==> src/rtl/hit_judge_if.sv <==
// Bundle of the timing strobe, note/key inputs and judgement/statistics
// outputs exchanged between the note scheduler and the hit judge.
interface hit_judge_if #(
  parameter int CNT_W = 10
);
  logic             tick;
  logic             note_valid;
  logic             key_press;
  logic [1:0]       judgement;
  logic             judge_valid;
  logic [CNT_W-1:0] perfect_cnt;
  logic [CNT_W-1:0] good_cnt;
  logic [CNT_W-1:0] miss_cnt;
  logic [CNT_W-1:0] combo;

  modport master (
    output tick, note_valid, key_press,
    input  judgement, judge_valid, perfect_cnt, good_cnt, miss_cnt, combo
  );

  modport slave (
    input  tick, note_valid, key_press,
    output judgement, judge_valid, perfect_cnt, good_cnt, miss_cnt, combo
  );
endinterface

==> src/rtl/hit_judge.sv <==
// Single-lane rhythm-game timing judge: classifies each note as PERFECT, GOOD
// or MISS from the note/press tick distance and keeps per-song statistics.
module hit_judge #(
  parameter int PERFECT_WIN = 2,
  parameter int GOOD_WIN    = 5,
  parameter int HOLD_TICKS  = 500,
  parameter int CNT_W       = 10
) (
  input  logic        clk,
  input  logic        rst_n,
  hit_judge_if.slave  bus
);
  localparam int AGE_W  = $clog2(GOOD_WIN + 2);
  localparam int HOLD_W = $clog2(HOLD_TICKS + 1);

  localparam logic [AGE_W-1:0]  P_WIN     = AGE_W'(PERFECT_WIN);
  localparam logic [AGE_W-1:0]  G_WIN     = AGE_W'(GOOD_WIN);
  localparam logic [AGE_W-1:0]  AGE_MAX   = AGE_W'(GOOD_WIN + 1);
  localparam logic [HOLD_W-1:0] HOLD_LOAD = HOLD_W'(HOLD_TICKS);

  localparam logic [1:0] J_PERFECT = 2'b00;
  localparam logic [1:0] J_GOOD    = 2'b01;
  localparam logic [1:0] J_MISS    = 2'b10;
  localparam logic [1:0] J_NONE    = 2'b11;

  typedef enum logic {IDLE, PENDING} state_t;

  function automatic logic [CNT_W-1:0] sat_inc(input logic [CNT_W-1:0] v);
    return (&v) ? v : v + CNT_W'(1);
  endfunction

  state_t            state, state_n;
  logic              key_q;
  logic              press_ev;
  logic              armed;
  logic [AGE_W-1:0]  press_age;
  logic [AGE_W-1:0]  note_age, note_age_n;
  logic [HOLD_W-1:0] hold;
  logic              issue;
  logic              consume;
  logic [1:0]        res;

  assign press_ev = bus.key_press & ~key_q;

  // Decision: a pending note is always resolved before a new one is queued,
  // and a press resolves at most one note.
  always_comb begin
    issue      = 1'b0;
    consume    = 1'b0;
    res        = J_NONE;
    state_n    = state;
    note_age_n = note_age;
    case (state)
      IDLE: begin
        if (bus.note_valid) begin
          if (press_ev) begin
            issue   = 1'b1;
            consume = 1'b1;
            res     = J_PERFECT;
          end else if (armed) begin
            issue   = 1'b1;
            consume = 1'b1;
            res     = (press_age <= P_WIN) ? J_PERFECT : J_GOOD;
          end else begin
            state_n    = PENDING;
            note_age_n = '0;
          end
        end
      end
      PENDING: begin
        if (bus.tick) note_age_n = note_age + AGE_W'(1);
        if (press_ev) begin
          issue   = 1'b1;
          consume = 1'b1;
          res     = (note_age <= P_WIN) ? J_PERFECT : J_GOOD;
          state_n = IDLE;
        end else if (bus.note_valid) begin
          issue = 1'b1;
          res   = J_MISS;
        end else if (bus.tick && note_age == G_WIN) begin
          issue   = 1'b1;
          res     = J_MISS;
          state_n = IDLE;
        end
        if (bus.note_valid) begin
          state_n    = PENDING;
          note_age_n = '0;
        end
      end
      default: state_n = IDLE;
    endcase
  end

  always_ff @(posedge clk or negedge rst_n) begin
    if (!rst_n) begin
      state     <= IDLE;
      note_age  <= '0;
      key_q     <= 1'b0;
      armed     <= 1'b0;
      press_age <= '0;
    end else begin
      state    <= state_n;
      note_age <= note_age_n;
      key_q    <= bus.key_press;
      if (press_ev) begin
        press_age <= '0;
        armed     <= !consume;
      end else begin
        if (bus.tick && press_age != AGE_MAX) press_age <= press_age + AGE_W'(1);
        if (consume || (bus.tick && press_age >= G_WIN)) armed <= 1'b0;
      end
    end
  end

  // Output register: judgement with hold timer, and the statistics.
  always_ff @(posedge clk or negedge rst_n) begin
    if (!rst_n) begin
      bus.judgement   <= J_NONE;
      bus.judge_valid <= 1'b0;
      bus.perfect_cnt <= '0;
      bus.good_cnt    <= '0;
      bus.miss_cnt    <= '0;
      bus.combo       <= '0;
      hold            <= '0;
    end else begin
      bus.judge_valid <= issue;
      if (issue) begin
        bus.judgement <= res;
        hold          <= HOLD_LOAD;
        case (res)
          J_PERFECT: bus.perfect_cnt <= sat_inc(bus.perfect_cnt);
          J_GOOD:    bus.good_cnt    <= sat_inc(bus.good_cnt);
          default:   bus.miss_cnt    <= sat_inc(bus.miss_cnt);
        endcase
        bus.combo <= (res == J_MISS) ? '0 : sat_inc(bus.combo);
      end else if (bus.tick && hold != '0) begin
        hold <= hold - HOLD_W'(1);
        if (hold == HOLD_W'(1)) bus.judgement <= J_NONE;
      end
    end
  end
endmodule

==> src/flat_wrapper.sv <==
// flat-port wrapper written by rule: the top's interface ports become plain ports
module hit_judge_flat 
#(
  parameter int PERFECT_WIN = 2,
  parameter int GOOD_WIN    = 5,
  parameter int HOLD_TICKS  = 500,
  parameter int CNT_W       = 10
)
  (clk, rst_n, bus_tick, bus_note_valid, bus_key_press, bus_judgement, bus_judge_valid, bus_perfect_cnt, bus_good_cnt, bus_miss_cnt, bus_combo);
  hit_judge_if #(.CNT_W(CNT_W)) bus_i ();
  input  logic clk;
  input  logic rst_n;
  input wire logic [$bits(bus_i.tick)-1:0] bus_tick;
  input wire logic [$bits(bus_i.note_valid)-1:0] bus_note_valid;
  input wire logic [$bits(bus_i.key_press)-1:0] bus_key_press;
  output wire logic [$bits(bus_i.judgement)-1:0] bus_judgement;
  output wire logic [$bits(bus_i.judge_valid)-1:0] bus_judge_valid;
  output wire logic [$bits(bus_i.perfect_cnt)-1:0] bus_perfect_cnt;
  output wire logic [$bits(bus_i.good_cnt)-1:0] bus_good_cnt;
  output wire logic [$bits(bus_i.miss_cnt)-1:0] bus_miss_cnt;
  output wire logic [$bits(bus_i.combo)-1:0] bus_combo;
  assign bus_i.tick = bus_tick;
  assign bus_i.note_valid = bus_note_valid;
  assign bus_i.key_press = bus_key_press;
  assign bus_judgement = bus_i.judgement;
  assign bus_judge_valid = bus_i.judge_valid;
  assign bus_perfect_cnt = bus_i.perfect_cnt;
  assign bus_good_cnt = bus_i.good_cnt;
  assign bus_miss_cnt = bus_i.miss_cnt;
  assign bus_combo = bus_i.combo;
  hit_judge #(.PERFECT_WIN(PERFECT_WIN), .GOOD_WIN(GOOD_WIN), .HOLD_TICKS(HOLD_TICKS), .CNT_W(CNT_W)) u_core (.clk(clk), .rst_n(rst_n), .bus(bus_i));
endmodule
==> config.mk <==
export PLATFORM = sky130hd
export DESIGN_NAME = hit_judge_flat
export DESIGN_NICKNAME = d
export VERILOG_FILES = /design/src/rtl/hit_judge_if.sv /design/src/rtl/hit_judge.sv /design/src/flat_wrapper.sv
export SDC_FILE = /design/constraint.sdc
export NUM_CORES = 1
export LEC_CHECK = 0
export CAP_MARGIN = 25
export CORE_UTILIZATION = 50
export DETAILED_ROUTE_END_ITERATION = 10
export GPL_TIMING_DRIVEN = 1
export PLACE_DENSITY_LB_ADDON = 0.25
export SETUP_SLACK_MARGIN = 0.02
export SLEW_MARGIN = 0
export SYNTH_ARGS = -nofsm -noshare
export SYNTH_HDL_FRONTEND = slang
export SYNTH_SLANG_ARGS = --single-unit
export TNS_END_PERCENT = 5
==> constraint.sdc <==
create_clock -name clk -period 2.5 [get_ports clk]
set_input_delay 0.25 -clock clk [delete_from_list [all_inputs] [get_ports clk]]
set_output_delay 0.25 -clock clk [all_outputs]
set_load 0.05 [all_outputs]
==> impl_metrics.env <==
export IMPL_p_sw_frac=0.4052
export IMPL_crit_chain="ha_1 > and3_1 > nand4_1 > o221ai_1 > o21ai_0 > o31ai_1"
export IMPL_pwr_share_clk=0.243
export IMPL_ctsResizeCount=0
export IMPL_crit_cells=6
export IMPL_drv_slew=0
export IMPL_final_setup_worst_slack_ns=0.3220
export IMPL_numClockSinks=61
export IMPL_path_delay_family="compound AO/OA/AOI/OAI gates"
export IMPL_fin_tns_setup_ns=0
export IMPL_timing_final_crit_period_ns=2.178
export IMPL_ctsHtreeMaxLevel=3
export IMPL_postCtsSetupBuffers=0
export IMPL_num_vias=2448
export IMPL_synth_ff_type="dfrtp_1"
export IMPL_p_comb_frac=0.377
export IMPL_critPathLaunchType="flip-flop"
export IMPL_final_layout_size_suffix_gt1_frac=0.1108
export IMPL_grt_use_total=0.2200
export IMPL_clk_path_buf_depth=2
export IMPL_worstSetupPathType="flip-flop to flip-flop"
export IMPL_drc=0
export IMPL_start_util=0.5195
export IMPL_synth_area_top_cells="dfrtp_1, xnor2_1, ha_1"
export IMPL_synth_area_mm2=0.003094
export IMPL_grt_pass1_wl_mm=10.71
export IMPL_grt_max_degree=27
export IMPL_critPathArrivalTime_ns=2.42
export IMPL_cap_violations=0
export IMPL_rsz0062_at_grt="false"
export IMPL_dr_wl_met2_mm=3.087
export IMPL_first_iter_violations=85
export IMPL_p_per_area_mw_per_mm2=971.9
export IMPL_avgSynthCellArea_um2=10.25
export IMPL_pin_count=48
export IMPL_overflow=0
export IMPL_intPower_w=0.002265
export IMPL_pre_cts_slack_ns=0.1530
export IMPL_die_w_um=80.67
export IMPL_grt_pass1_vias=2283
export IMPL_fmax_mhz=459.1
export IMPL_via_per_inst=5.501
export IMPL_setup_viol=0
export IMPL_cts_buffers=9
export IMPL_cp_slowest_stage_delay_ns=0.69
export IMPL_synth_fp_nets=319
export IMPL_holdWs_ns=0.4189
export IMPL_rr_startpoint="u_core.bus.combo[1]"
export IMPL_ys_ff_latch=61
export IMPL_clock_root_buffer="clkbuf_8"
export IMPL_port_buffers=47
export IMPL_hold_viol=0
export IMPL_wire_per_inst_um=14.61
export IMPL_crit_fanout=11
export IMPL_critPathLaunch="u_core.bus.combo[1]"
export IMPL_cp_required_ns=2.74
export IMPL_syn_inst=302
export IMPL_finalWirelength_mm=6.503
export IMPL_clock_latency_ns=0.34
export IMPL_status="completed"
export IMPL_synthToLayoutAreaGrowth_pct=26.65
export IMPL_skew_ns=0.005753
export IMPL_rr_worst_depth=6
export IMPL_total_power_w=0.003809
export IMPL_seq_area_frac_synth=0.4941
export IMPL_synth_edf_count=0
export IMPL_fin_crit_sh=0.8712
export IMPL_maxSlewHeadroom=0.4718
export IMPL_net_switching_power_w=0.001543
export IMPL_diodes=0
export IMPL_rows=28
export IMPL_hp_class="input port to flip-flop"
export IMPL_yosysWarnings=0
export IMPL_path_clk_slew_ns=0.06
export IMPL_worst_pin_slew_ns=0.7923
export IMPL_path_buf_inv=0
export IMPL_ant_nets=0
export IMPL_core_area_mm2=0.005956
export IMPL_nets=382
export IMPL_die_area_mm2=0.006507
export IMPL_wl_met1_mm=3.055
export IMPL_final_core_util=0.6580
export IMPL_synth_top_area_cell="dfrtp_1"
export IMPL_yosysMostFrequentCell="dfrtp_1"
export IMPL_slowest_stage="o221ai_1"
export IMPL_endpoint="u_core.bus.combo[6]"
export IMPL_dr_pass1_iters=4
export IMPL_power_frac_seq=0.380
export IMPL_async_flop_share=1.000
export IMPL_die_h_um=80.67
export IMPL_r2r_end="u_core.bus.combo[6]"
export IMPL_yosys_cell_types_count=46
export IMPL_dpl_hpwl_mm=4.603
export IMPL_yosysTopAreaCellShare=0.4772
export IMPL_p_leak_nw=1.706
export IMPL_vdd_drop_max_uv=821.3
export IMPL_r2r_slack_ns=0.32
export IMPL_synthTopCellsByCount="dfrtp_1, nand2_1, nand3_1, xnor2_1, nor2_1"
export IMPL_top_layer_used="met4"
export IMPL_cts_tree="built"
export IMPL_wl_met3_um=277
export IMPL_cp_end_kind="flip-flop"
export IMPL_routabilityCongestion=0.8347
export IMPL_fillers=499
export IMPL_antenna_found_initial=0
export IMPL_hold_buffers=1
[cell families after synthesis]
family / Yosys count / share of synthesized area
AND/OR/NAND/NOR: 121 / 0.2139
flip-flops: 61 / 0.4941
AO/OA/AOI/OAI: 50 / 0.1055
XOR/XNOR: 34 / 0.09624
buffers and inverters: 21 / 0.03073
adder cells (fa/ha/maj): 12 / 0.04852
multiplexers: 3 / 0.01092
[per-stage QoR]
step,instances,area (um^2)
after floorplan,302,3094
after global placement,428,3697
after detailed placement,428,3697
after CTS,445,3919
after global routing,445,3919
final,445,3919
[final cells by class]
class | instances | area [um^2] | area share
multi-input cells | 220 | 1470 | 0.3752
repair buffers | 60 | 565.5 | 0.1443
clock inverters | 3 | 42.54 | 0.01086
flip-flops and latches | 61 | 1529 | 0.3902
inverters | 13 | 48.80 | 0.01245
clock buffers | 13 | 168.9 | 0.04310
well taps | 75 | 93.84 | 0.02395
[power groups by stage]
stage                     Combinational [W]  Clock (W)  Sequential, W
after floorplan                    0.000431          0        0.00196
after global placement              0.00141          0        0.00146
after detailed placement            0.00144          0        0.00146
after CTS                           0.00145   0.000944        0.00145
after global routing                0.00153   0.000988        0.00149
final                               0.00144   0.000924        0.00145
[flip-flops by register name (all words and copies together) (netlist names), 2 cells and up]
register	cells
u_core.bus.miss_cnt	10
u_core.bus.combo	10
u_core.press_age	3
u_core.hold	9
u_core.bus.perfect_cnt	10
u_core.bus.judgement	2
u_core.note_age	3
u_core.bus.good_cnt	10
[worst register-to-register path: stages (launching register included)]
cell and delay, ns:
dfrtp_1 0.42, ha_1 0.22, and3_1 0.24, nand4_1 0.19, o221ai_1 0.69, o21ai_0 0.22, o31ai_1 0.11
[worst min path at each step]
stage                              from            endpoint  slack (ns)  depth (start not counted)
final                     bus_key_press        u_core.key_q        0.42                          1
after global placement            rst_n  u_core.note_age[0]        0.30                          1
after CTS                 bus_key_press        u_core.key_q        0.41                          1
after floorplan                   rst_n        u_core.armed       -0.05                          0
after detailed placement          rst_n  u_core.note_age[0]        0.30                          1
after global routing      bus_key_press        u_core.key_q        0.41                          1
[cells in the final DEF, fill, tap and decap left out, types with 3 or more instances in the layout]
cell             netlist  routed
xor2_1                12      12
a31oi_1                4       4
o211ai_1               3       3
clkdlybuf4s50_1        0      46
nand3_1               22      22
and2_1                 3       3
o31ai_1                4       4
nor3_1                 7       7
ha_1                  12      12
nand4_1                5       5
and3_1                15      15
a21oi_1                6       6
xnor2_1               22      22
dfrtp_1               59      59
nor2_1                19      19
or3_1                  5       5
nand2_1               26      26
inv_1                 13      13
nor3_2                 3       3
o21ai_0               17      17
buf_4                  2      12
a211oi_1               3       3
nand2b_1               5       5
clkbuf_8               0      12
and4_1                 3       3
[layer usage]
layer | up-vias | global-route usage
li1 | 1189 | -
met1 | 1197 | 0.2926
met2 | 54 | 0.3390
met3 | 8 | 0.05909
met4 | 0 | 0.08750
met5 | - | 0
Note: power is estimated with default switching activity, not from simulation.
